`config.mk`:
```
export PLATFORM = sky130hd
export DESIGN_NAME = mul_div_unit
export DESIGN_NICKNAME = d
export VERILOG_FILES = /design/src/rtl/mul_div_unit.sv
export SDC_FILE = /design/constraint.sdc
export NUM_CORES = 1
export LEC_CHECK = 0
export CAP_MARGIN = 40
export CORE_UTILIZATION = 58
export CTS_CLUSTER_DIAMETER = 40
export CTS_CLUSTER_SIZE = 20
export DETAILED_ROUTE_END_ITERATION = 16
export PLACE_DENSITY_LB_ADDON = 0.12
export SLEW_MARGIN = 15
export SYNTH_ARGS = -nofsm -noshare
export SYNTH_HDL_FRONTEND = slang
export SYNTH_SLANG_ARGS = --single-unit
```
`constraint.sdc`:
```
create_clock -name clk -period 3.3 [get_ports clk]
set_input_delay 0.495 -clock clk [delete_from_list [all_inputs] [get_ports clk]]
set_output_delay 0.495 -clock clk [all_outputs]
set_load 0.03 [all_outputs]
```
`src/rtl/mul_div_unit.sv`:
```
// mul_div_unit: iterative 16-bit radix-2 multiply/divide with HI/LO result registers
module mul_div_unit #(
    parameter int ITER = 16
) (
    input  logic        clk,
    input  logic        rst,
    input  logic        start,
    input  logic [1:0]  op,
    input  logic [15:0] operand_a,
    input  logic [15:0] operand_b,
    output logic        busy,
    output logic        stall,
    output logic        done,
    output logic [15:0] hi,
    output logic [15:0] lo,
    output logic        div_by_zero
);
    typedef enum logic [1:0] {IDLE, CALC, FIX} state_t;
    state_t      state, state_nxt;
    logic [4:0]  cnt;
    logic [1:0]  op_q;
    logic [15:0] b_mag;
    logic [31:0] acc;
    logic [15:0] rem;
    logic        neg_q, neg_r;
    logic        accept, sgn, last, ge;
    logic [15:0] a_mag_in, b_mag_in;
    logic [16:0] mul_sum, shifted;
    logic [31:0] prod_fix;
    logic [15:0] quo_fix, rem_fix;
    assign busy     = state != IDLE;
    assign stall    = (start & ~busy) | busy;
    assign accept   = start & ~busy;
    assign sgn      = op[0];
    assign last     = cnt == 5'(ITER - 1);
    assign a_mag_in = (sgn && operand_a[15]) ? -operand_a : operand_a;
    assign b_mag_in = (sgn && operand_b[15]) ? -operand_b : operand_b;
    // multiply: acc = {partial product, remaining multiplier bits}
    assign mul_sum  = {1'b0, acc[31:16]} + (acc[0] ? {1'b0, b_mag} : 17'd0);
    // divide: acc[15:0] shifts dividend bits out and quotient bits in
    assign shifted  = {rem, acc[15]};
    assign ge       = shifted >= {1'b0, b_mag};
    assign prod_fix = neg_q ? -acc : acc;
    assign quo_fix  = neg_q ? -acc[15:0] : acc[15:0];
    assign rem_fix  = neg_r ? -rem : rem;
    always_ff @(posedge clk)
        state <= !rst ? IDLE : state_nxt;
    always_comb
        state_nxt = state == IDLE ? (start ? CALC : IDLE) :
                    state == CALC ? (last ? FIX : CALC) : IDLE;
    always_ff @(posedge clk) begin
        if (!rst) begin
            cnt         <= '0;
            op_q        <= '0;
            b_mag       <= '0;
            acc         <= '0;
            rem         <= '0;
            neg_q       <= 1'b0;
            neg_r       <= 1'b0;
            done        <= 1'b0;
            hi          <= '0;
            lo          <= '0;
            div_by_zero <= 1'b0;
        end else begin
            done <= state == FIX;
            cnt  <= (state == CALC && !last) ? cnt + 5'd1 : 5'd0;
            if (accept) begin
                op_q        <= op;
                b_mag       <= b_mag_in;
                acc         <= {16'd0, a_mag_in};
                rem         <= '0;
                neg_q       <= sgn & (operand_a[15] ^ operand_b[15]);
                neg_r       <= sgn & operand_a[15];
                div_by_zero <= 1'b0;
            end else if (state == CALC) begin
                if (op_q[1]) begin
                    rem       <= ge ? shifted[15:0] - b_mag : shifted[15:0];
                    acc[15:0] <= {acc[14:0], ge};
                end else begin
                    acc <= {mul_sum, acc[15:1]};
                end
            end else if (state == FIX) begin
                // divide by zero leaves rem = |a|, so the sign fix restores raw a
                hi          <= op_q[1] ? rem_fix : prod_fix[31:16];
                lo          <= op_q[1] ? (b_mag == 16'd0 ? 16'hFFFF : quo_fix) : prod_fix[15:0];
                div_by_zero <= op_q[1] && b_mag == 16'd0;
            end
        end
    end
endmodule

```
==> flow_metrics.tcl, run 1 <==
set metrics [dict create \
    outcome "finished clean" \
    syn-cell-area_sq_um 7380 \
    timing.final.crit_period_ns 2.82 \
    groute.usage.overall_pct 29.9 \
    clockBufferDepth 2 \
    worst-slew-pin-transition_ns 0.805 \
    hold_viol 0 \
    power_leakage_nw 3.38 \
    finalSetupTns_ns 0 \
    vias_per_cell 6.05 \
    regArea_sq_um 2160 \
    port_buffers 72 \
    cp_cell_sequence "clkinv_1 -> buf_4 -> nor2_1 -> ha_1 -> o21ai_0 -> o21ai_0 -> a31oi_1 -> a21oi_1 -> a31oi_1 -> xor2_1 -> o31ai_1" \
    seq_area_frac_synth_pct 29.3 \
    finalSetupViolations 0 \
    cts_tree "built" \
    synth_cell_types 60 \
    cp_slowest_stage_delay_ns 0.43 \
    finClkSkew_ns 0.0114 \
    final_max_slew_viol_count 0 \
    startpoint_type "register" \
    dieWidth_um 115 \
    antenna_left 0 \
    antenna_found_initial 0 \
    dieArea_sq_um 13200 \
    path_max_fanout 13 \
    cts-buffers-inserted 9 \
    start_util_pct 60.4 \
    required_ns 3.57 \
    routedWlPerCell_um 16.0 \
    globalRouteOverflowTotal 0 \
    ctsHoldBuffers 0 \
    p_total_w 0.00337 \
    cts_setup_buffers 0 \
    critPathKind "reg2reg" \
    ir_worst_vdd_uv 218 \
    grt_pass1_wl_mm 31.0 \
    area_delta_synth_final_pct 15.7 \
    path_clk_slew_ns 0.08 \
    hpwl_mm 14.2 \
    cts_resized 0 \
    max_slew_margin_pct 46.3 \
    layout-drive-gt1-share_pct 4.56 \
    cts_root_buf "clkbuf_16" \
    cap_viol_max_count 0 \
    worst_setup_path_end_kind "register" \
    synthFlopType "dfxtp_1" \
    max_clock_freq_mhz 354 \
    antenna_cells 0 \
    htree_num_levels 3 \
    worst_hold_path_type "reg2reg" \
    grt_pass1_vias 6254 \
    clock_sinks 108 \
    syn_nets 1035 \
    grt_max_degree 34 \
    die_height_um 115 \
    synth-seq-cells 108 \
    synth_edf_count 0 \
    async_reset_ff_share_pct 0 \
    syn_inst 958 \
    multi_input_area_sq_um 4880 \
    arrival_ns 3.09 \
    fin_nets 1081 \
    num_rows 40 \
    globalplace.congestion 0.939 \
    insertion_delay_ns 0.36 \
    fill_cells 1050 \
    fin_crit_sh_pct 85.5 \
    dr.pass1.iters 5 \
    synth_warnings 0 \
    wirelength_mm 18.8 \
    syn-mean-instance-area_sq_um 7.70 \
    slowest_stage "dfxtp_1" \
    power_per_cell_area_nw_per_um2 395 \
    rsz0062_at_grt "false" \
    vias 7125 \
    boundaryPins 73 \
    drc_errors 0 \
    drt-initial-drc-count 614 \
    core_area_sq_um 12200 \
]
[cell families (layout without fill, tap and decap cells)]
kind of cell | after synthesis | after routing | synth area share (%)
AOI/OAI and AO/OA | 315 | 315 | 26.9
and+or+nand+nor | 307 | 307 | 20.3
DFF | 108 | 108 | 29.3
buffers and inverters | 89 | 140 | 4.55
xor gates and xnor gates | 87 | 87 | 10.3
adders and majority gates | 40 | 40 | 6.99
muxes | 12 | 12 | 1.63
[layout make-up]
cell class              count  area share, %
clock buffers               9           2.64
inverters                  35           1.54
repair buffers             89           9.88
clock inverters             7          0.953
flip-flops and latches    108           25.3
multi-input cells         761           57.2
well taps                 168           2.46
[through the flow]
stage	hold WS, ns	area [sq um]	setup WS, ns	instances	utilization [%]
2_1_floorplan	0.418	7380	0.805	958	-
3_3_place_gp	0.430	8230	0.589	1161	67.4
3_5_place_dp	0.433	8230	0.541	1161	67.4
4_1_cts	0.444	8530	0.512	1177	69.9
5_1_grt	0.465	8530	0.231	1177	69.9
6_report	0.439	8530	0.478	1177	69.9
[registers in the layout (all words and copies together), names as in the netlist]
register	cells
hi	16
done	1
div_by_zero	1
rem	16
neg_r	1
cnt	5
op_q	1
neg_q	1
state	2
lo	16
b_mag	16
acc	32
[report_power, final]
group | internal, W | total, W | switching (W)
Clock | 0.000601 | 0.00113 | 0.000527
Combinational | 0.000334 | 0.000797 | 0.000464
Sequential | 0.00136 | 0.00145 | 0.0000871
Total | 0.00229 | 0.00337 | 0.00108
[cell usage in the layout, fill, tap and decap left out, drive strengths merged, types with 17 or more instances in the layout]
cell type	n
a211oi	26
a21oi	81
buf	18
clkdlybuf4s50	71
dfxtp	108
ha	38
inv	37
nand2	97
nand3	17
nor2	75
nor3	23
o21ai	94
o31ai	19
xnor2	42
xor2	45
[synthesized netlist by cell type, types with 13 or more instances]
cell type,count,share of area [%]
a21oi_1,81,5.5
nor2_1,75,3.8
o211a_1,13,1.8
inv_1,34,1.7
o31ai_1,19,1.9
dfxtp_1,108,29
a211oi_1,26,2.6
clkbuf_1,50,2.5
o21ai_0,94,6.4
nor3_1,23,1.6
nand2_1,97,4.9
ha_1,38,6.4
o22ai_1,16,1.4
nand3_1,17,1.2
xor2_1,45,5.3
xnor2_1,42,5.0
[metal layers]
layer | up-vias | GRT usage, % | share of wire, %
met4 | 0 | 11.1 | 2.2
met5 | - | 0 | 0
li1 | 3575 | - | -
met2 | 289 | 47.0 | 44
met1 | 3229 | 41.9 | 47
met3 | 32 | 4.16 | 6.9
[path summary, 6_finish.rpt]
path	startpoint	end	slack (ns)	cells after the start
setup / recovery	acc[0]	acc[29]	0.48	11
hold / removal	hi[4]	hi[4]	0.44	2
setup reg to reg	acc[0]	acc[29]	0.48	11
hold reg to reg	hi[4]	hi[4]	0.44	2
[worst max-delay path, delay by kind of cell, from the launching register on]
family | cells | cell delay (ns)
and+or+nand+nor | 1 | 0.11
adders and majority gates | 1 | 0.27
xor gates and xnor gates | 1 | 0.09
AOI/OAI and AO/OA | 6 | 1.38
DFF | 1 | 0.43
buffers and inverters | 2 | 0.47
No activity file was read; power rests on OpenSTA's default activity.
==> run 2: changes to the inputs <==
CORE_UTILIZATION = 55   (was 58)
==> run 2 against run 1 <==
Net effect:
- worst hold slack gained 0.0032 ns
- sequential share of layout area about the same
- register-to-register slack improved by 0.04 ns
- largest cell class unchanged
- first-iteration DRC count is 1.5% lower
- clock skew shrank 0.0022 ns
- wire length is 1.9% higher
- non-clock buffer count unchanged
- count of clock-buffer cells in the layout is 1 higher
==> flow_metrics.tcl, run 2 (synthesis gave the netlist of run 1 again) <==
set metrics [dict create \
    worst-slew-pin-transition_ns 0.815 \
    power_frac_seq_pct 43.8 \
    hpwl_mm 14.6 \
    clockBufferDepth 2 \
    cap_viol_max_count 0 \
    ir_worst_vdd_uv 223 \
    routedWlPerCell_um 16.2 \
    ctsHoldBuffers 0 \
    start_util_pct 57.5 \
    dieWidth_um 118 \
    grt_pass1_vias 6296 \
    largest-register "acc" \
    path_max_fanout 4 \
    timing.final.crit_period_ns 2.78 \
    finalSetupViolations 0 \
    stdcell_area_sq_um 8520 \
    path_clk_slew_ns 0.07 \
    dieArea_sq_um 13900 \
    fin_nets 1081 \
    cts-buffers-inserted 9 \
    die_height_um 118 \
    finalSetupTns_ns 0 \
    fin_crit_sh_pct 84.3 \
    cts_root_buf "clkbuf_16" \
    place_area_sq_um 8230 \
    grt_max_degree 50 \
    layout_commonest_cell "dfxtp_1" \
    finClkSkew_ns 0.00913 \
    power_per_cell_area_nw_per_um2 388 \
    max_slew_margin_pct 45.5 \
    startpoint_type "register" \
    globalRouteOverflowTotal 0 \
    area_delta_synth_final_pct 15.5 \
    cp_top_family "compound AO/OA/AOI/OAI gates" \
    highest_layer "met4" \
    power_leakage_nw 3.36 \
    antenna_found_initial 0 \
    arrival_ns 3.01 \
    p_int_w 0.00223 \
    cts_setup_buffers 0 \
    clock_sinks 108 \
    groute.usage.overall_pct 28.1 \
    core_area_sq_um 12800 \
    insertion_delay_ns 0.36 \
    boundaryPins 73 \
    critPathKind "reg2reg" \
    post-place-ws_ns 0.526 \
    outcome "finished clean" \
    layout-drive-gt1-share_pct 4.56 \
    wl_met3_mm 1.24 \
    cp_slowest_stage_delay_ns 0.43 \
    cpMostUsedCell "a31oi_1" \
    switching_power_w 0.00107 \
    antenna_cells 0 \
    cts_tree "built" \
    vias_per_cell 6.03 \
    path_buf_inv 0 \
    required_ns 3.53 \
    num_rows 41 \
    layout_setup_ws_ns 0.518 \
    power_frac_comb_pct 24.3 \
    dr.pass1.iters 5 \
    cts_resized 0 \
    rsz0062_at_grt "false" \
    htree_num_levels 3 \
    worst_setup_path_end_kind "register" \
    cp_cell_sequence "and2_1 -> ha_1 -> fa_1 -> a211oi_1 -> o21ai_0 -> a31oi_1 -> a21oi_1 -> a31oi_1 -> xor2_1 -> o31ai_1" \
    port_buffers 72 \
    worst_hold_path_type "reg2reg" \
    grt_pass1_wl_mm 31.5 \
    wirelength_mm 19.2 \
    globalplace.congestion 0.929 \
    max_clock_freq_mhz 359 \
    antenna_left 0 \
    drt-initial-drc-count 605 \
    drc_errors 0 \
    slowest_stage "fa_1" \
    vias 7117 \
    final_max_slew_viol_count 0 \
    hold_viol 0 \
    clkPwrFrac_pct 31.9 \
    met2_length_mm 8.38 \
    p_sw_share_pct 32.4 \
    largest_reg_flops 32 \
    mostFrequentLayoutCells "dfxtp_1, nand2_1, o21ai_0" \
    met1_length_mm 9.19 \
]
-- run 2: cell count changes in the layout (fill, tap and decap cells not counted), sizes merged --
cell	before	now
inv	37	35
clkinvlp	0	3
clkinv	4	3
bufinv	1	0
clkbuf	9	10
-- run 2: path summary, 6_finish.rpt --
| check | from | endpoint | slack, ns | depth (start not counted) |
|---|---|---|---|---|
| worst max-delay path | b_mag[0] | acc[29] | 0.52 | 10 |
| worst min-delay path | hi[5] | hi[5] | 0.44 | 2 |
| worst max register to register | b_mag[0] | acc[29] | 0.52 | 10 |
| worst min register to register | hi[5] | hi[5] | 0.44 | 2 |
-- run 2: final cells by class --
type / count / area, sq um
Clock buffer: 10 / 239
Clock inverter: 6 / 47.5
Fill cell: 1139 / 4310
Inverter: 35 / 131
Multi-Input combinational cell: 761 / 4880
Sequential cell: 108 / 2160
Tap cell: 172 / 215
Timing Repair Buffer: 89 / 843
-- run 2: through the flow --
stage	std cells	utilization (%)	total power [W]	hold slack [ns]
final	1181	66.4	0.00330	0.442
after global routing	1181	66.4	0.00346	0.466
after CTS	1181	66.4	0.00329	0.446
after detailed placement	1165	64.2	0.00226	0.435
after global placement	1165	64.2	0.00225	0.426
after floorplan	958	-	0.00202	0.418
-- run 2: power by group through the flow --
stage	clock (W)	combinational [W]	sequential, W
after CTS	0.00106	0.000789	0.00144
after floorplan	0	0.000591	0.00143
after global routing	0.00112	0.000878	0.00146
final	0.00105	0.000802	0.00145
after global placement	0	0.000777	0.00147
after detailed placement	0	0.000785	0.00147
-- run 2: worst reg2reg max path, stage by stage, from the launching register on --
cell,delay [ns]
dfxtp_1,0.35
and2_1,0.17
ha_1,0.21
fa_1,0.43
a211oi_1,0.36
o21ai_0,0.19
a31oi_1,0.29
a21oi_1,0.15
a31oi_1,0.25
xor2_1,0.17
o31ai_1,0.07
-- run 2: metal layers --
layer	vias up	global-route usage [%]
met2	270	43.0
met5	-	0
met1	3247	39.7
met4	0	8.57
met3	26	5.23
li1	3574	-
==> run 3: changes to the inputs <==
clock period = 2.9 ns   (was 3.3 ns; I/O delays follow)
==> run 3 against run 2 <==
Net effect:
- die area did not move
- largest power group unchanged
- clock skew rose by 0.0011 ns
- count of clock-buffer cells in the layout fell by 1
- total power rose by 17%
- critical endpoint is now rem[14]
==> flow_metrics.tcl, run 3 (synthesis gave the netlist of run 1 again) <==
set metrics [dict create \
    wirelength_mm 19.1 \
    cp-startpoint "acc[15]" \
    hold_viol 0 \
    antenna_cells 0 \
    required_ns 3.18 \
    antenna_found_initial 0 \
    cap_viol_max_count 0 \
    dieArea_sq_um 13900 \
    r2r-start "acc[15]" \
    vias 7143 \
    hpwl_mm 14.6 \
    arrival_ns 2.97 \
    grt_pass1_wl_mm 32.2 \
    ir_worst_vdd_uv 279 \
    worst_setup_path_end_kind "register" \
    finalSetupViolations 0 \
    cts_setup_buffers 0 \
    layout_commonest_cell "dfxtp_1" \
    final_max_slew_viol_count 0 \
    vias_per_cell 6.00 \
    largest_reg_flops 32 \
    mostFrequentLayoutCells "dfxtp_1, nand2_1, o21ai_0" \
    drc_errors 0 \
    groute.usage.overall_pct 28.5 \
    cts_tree "built" \
    drt-initial-drc-count 691 \
    p_total_w 0.00386 \
    globalplace.congestion 0.950 \
    start_util_pct 57.5 \
    htree_num_levels 3 \
    grt_pass1_vias 6391 \
    fill_cells 1111 \
    routedWlPerCell_um 16.1 \
    placed_cells 1175 \
    finClkSkew_ns 0.0103 \
    post-place-ws_ns 0.170 \
    port_buffers 72 \
    timing.final.crit_period_ns 2.69 \
    max_slew_margin_pct 42.5 \
    cts_root_buf "clkbuf_16" \
    boundaryPins 73 \
    top_usage_layer "met2" \
    met3_usage_pct 3.49 \
    cts-buffers-inserted 9 \
    outcome "finished clean" \
    path_clk_slew_ns 0.07 \
    core_area_sq_um 12800 \
    fin_nets 1091 \
    power_leakage_nw 3.43 \
    critPathKind "reg2reg" \
    clock_sinks 108 \
    path_max_fanout 5 \
    worst-slew-pin-transition_ns 0.861 \
    min_from "hi[14]" \
    grt_max_degree 40 \
    max_clock_freq_mhz 371 \
    rsz0062_at_grt "false" \
    die_height_um 118 \
    startpoint_type "register" \
    finalSetupTns_ns 0 \
    antenna_left 0 \
    dieWidth_um 118 \
    globalRouteOverflowTotal 0 \
    dr.pass1.iters 6 \
    num_rows 41 \
    use_met1_pct 41.4 \
    layout_setup_ws_ns 0.208 \
    clockBufferDepth 2 \
    grt_util_met2_pct 43.4 \
    worst_hold_path_type "reg2reg" \
    power_per_cell_area_nw_per_um2 447 \
    insertion_delay_ns 0.35 \
    fin_crit_sh_pct 92.8 \
    layout-drive-gt1-share_pct 5.79 \
    largest-register "acc" \
    area_delta_synth_final_pct 17.1 \
    fin_cells 1191 \
]
run 3: final timing paths:
kind	end	slack [ns]	cells after the start
max	rem[14]	0.21	11
min	hi[14]	0.44	2
max reg2reg	rem[14]	0.21	11
min reg2reg	hi[14]	0.44	2
run 3: final cells by class:
class	instances	area, sq um	area share, %
clock buffer	9	225	2.61
clock inverter	7	83.8	0.971
inverter	35	131	1.52
tap	172	215	2.49
timing repair buffer	99	931	10.8
multi-input combinational	761	4890	56.6
sequential	108	2160	25.0
run 3: stage by stage:
step	utilization (%)	hold slack (ns)	cell area (sq um)
detailed placement	64.9	0.430	8320
global placement	64.9	0.429	8320
floorplan	-	0.418	7380
global route	67.3	0.456	8640
CTS	67.3	0.439	8630
finish	67.3	0.436	8640
run 3: per-layer routing:
metal	wire length, um	part of all wire [%]
met1	9170	48
met2	8330	44
met5	0	0
met3	1310	6.8
met4	310	1.6
run 3: power breakdown:
| part | switching, W | internal (W) |
|---|---|---|
| Clock | 0.000596 | 0.000684 |
| Sequential | 0.0000944 | 0.00155 |
| Combinational | 0.000540 | 0.000397 |
run 3: worst max-delay path, stage by stage (launching register included):
cell and delay (ns):
dfxtp_1 0.43, inv_1 0.15, ha_1 0.24, fa_1 0.39
nand2b_1 0.20, a211oi_1 0.34, nor3_1 0.12, nor3_1 0.15
buf_4 0.17, a21oi_1 0.07, a31o_2 0.23, a21oi_1 0.15
run 3: timing repair:
action                                  CTS  global route
endpoints found under the hold margin     0             0
hold buffers                              0             0
endpoints found under the setup margin    0             3
resized for setup                         0             4
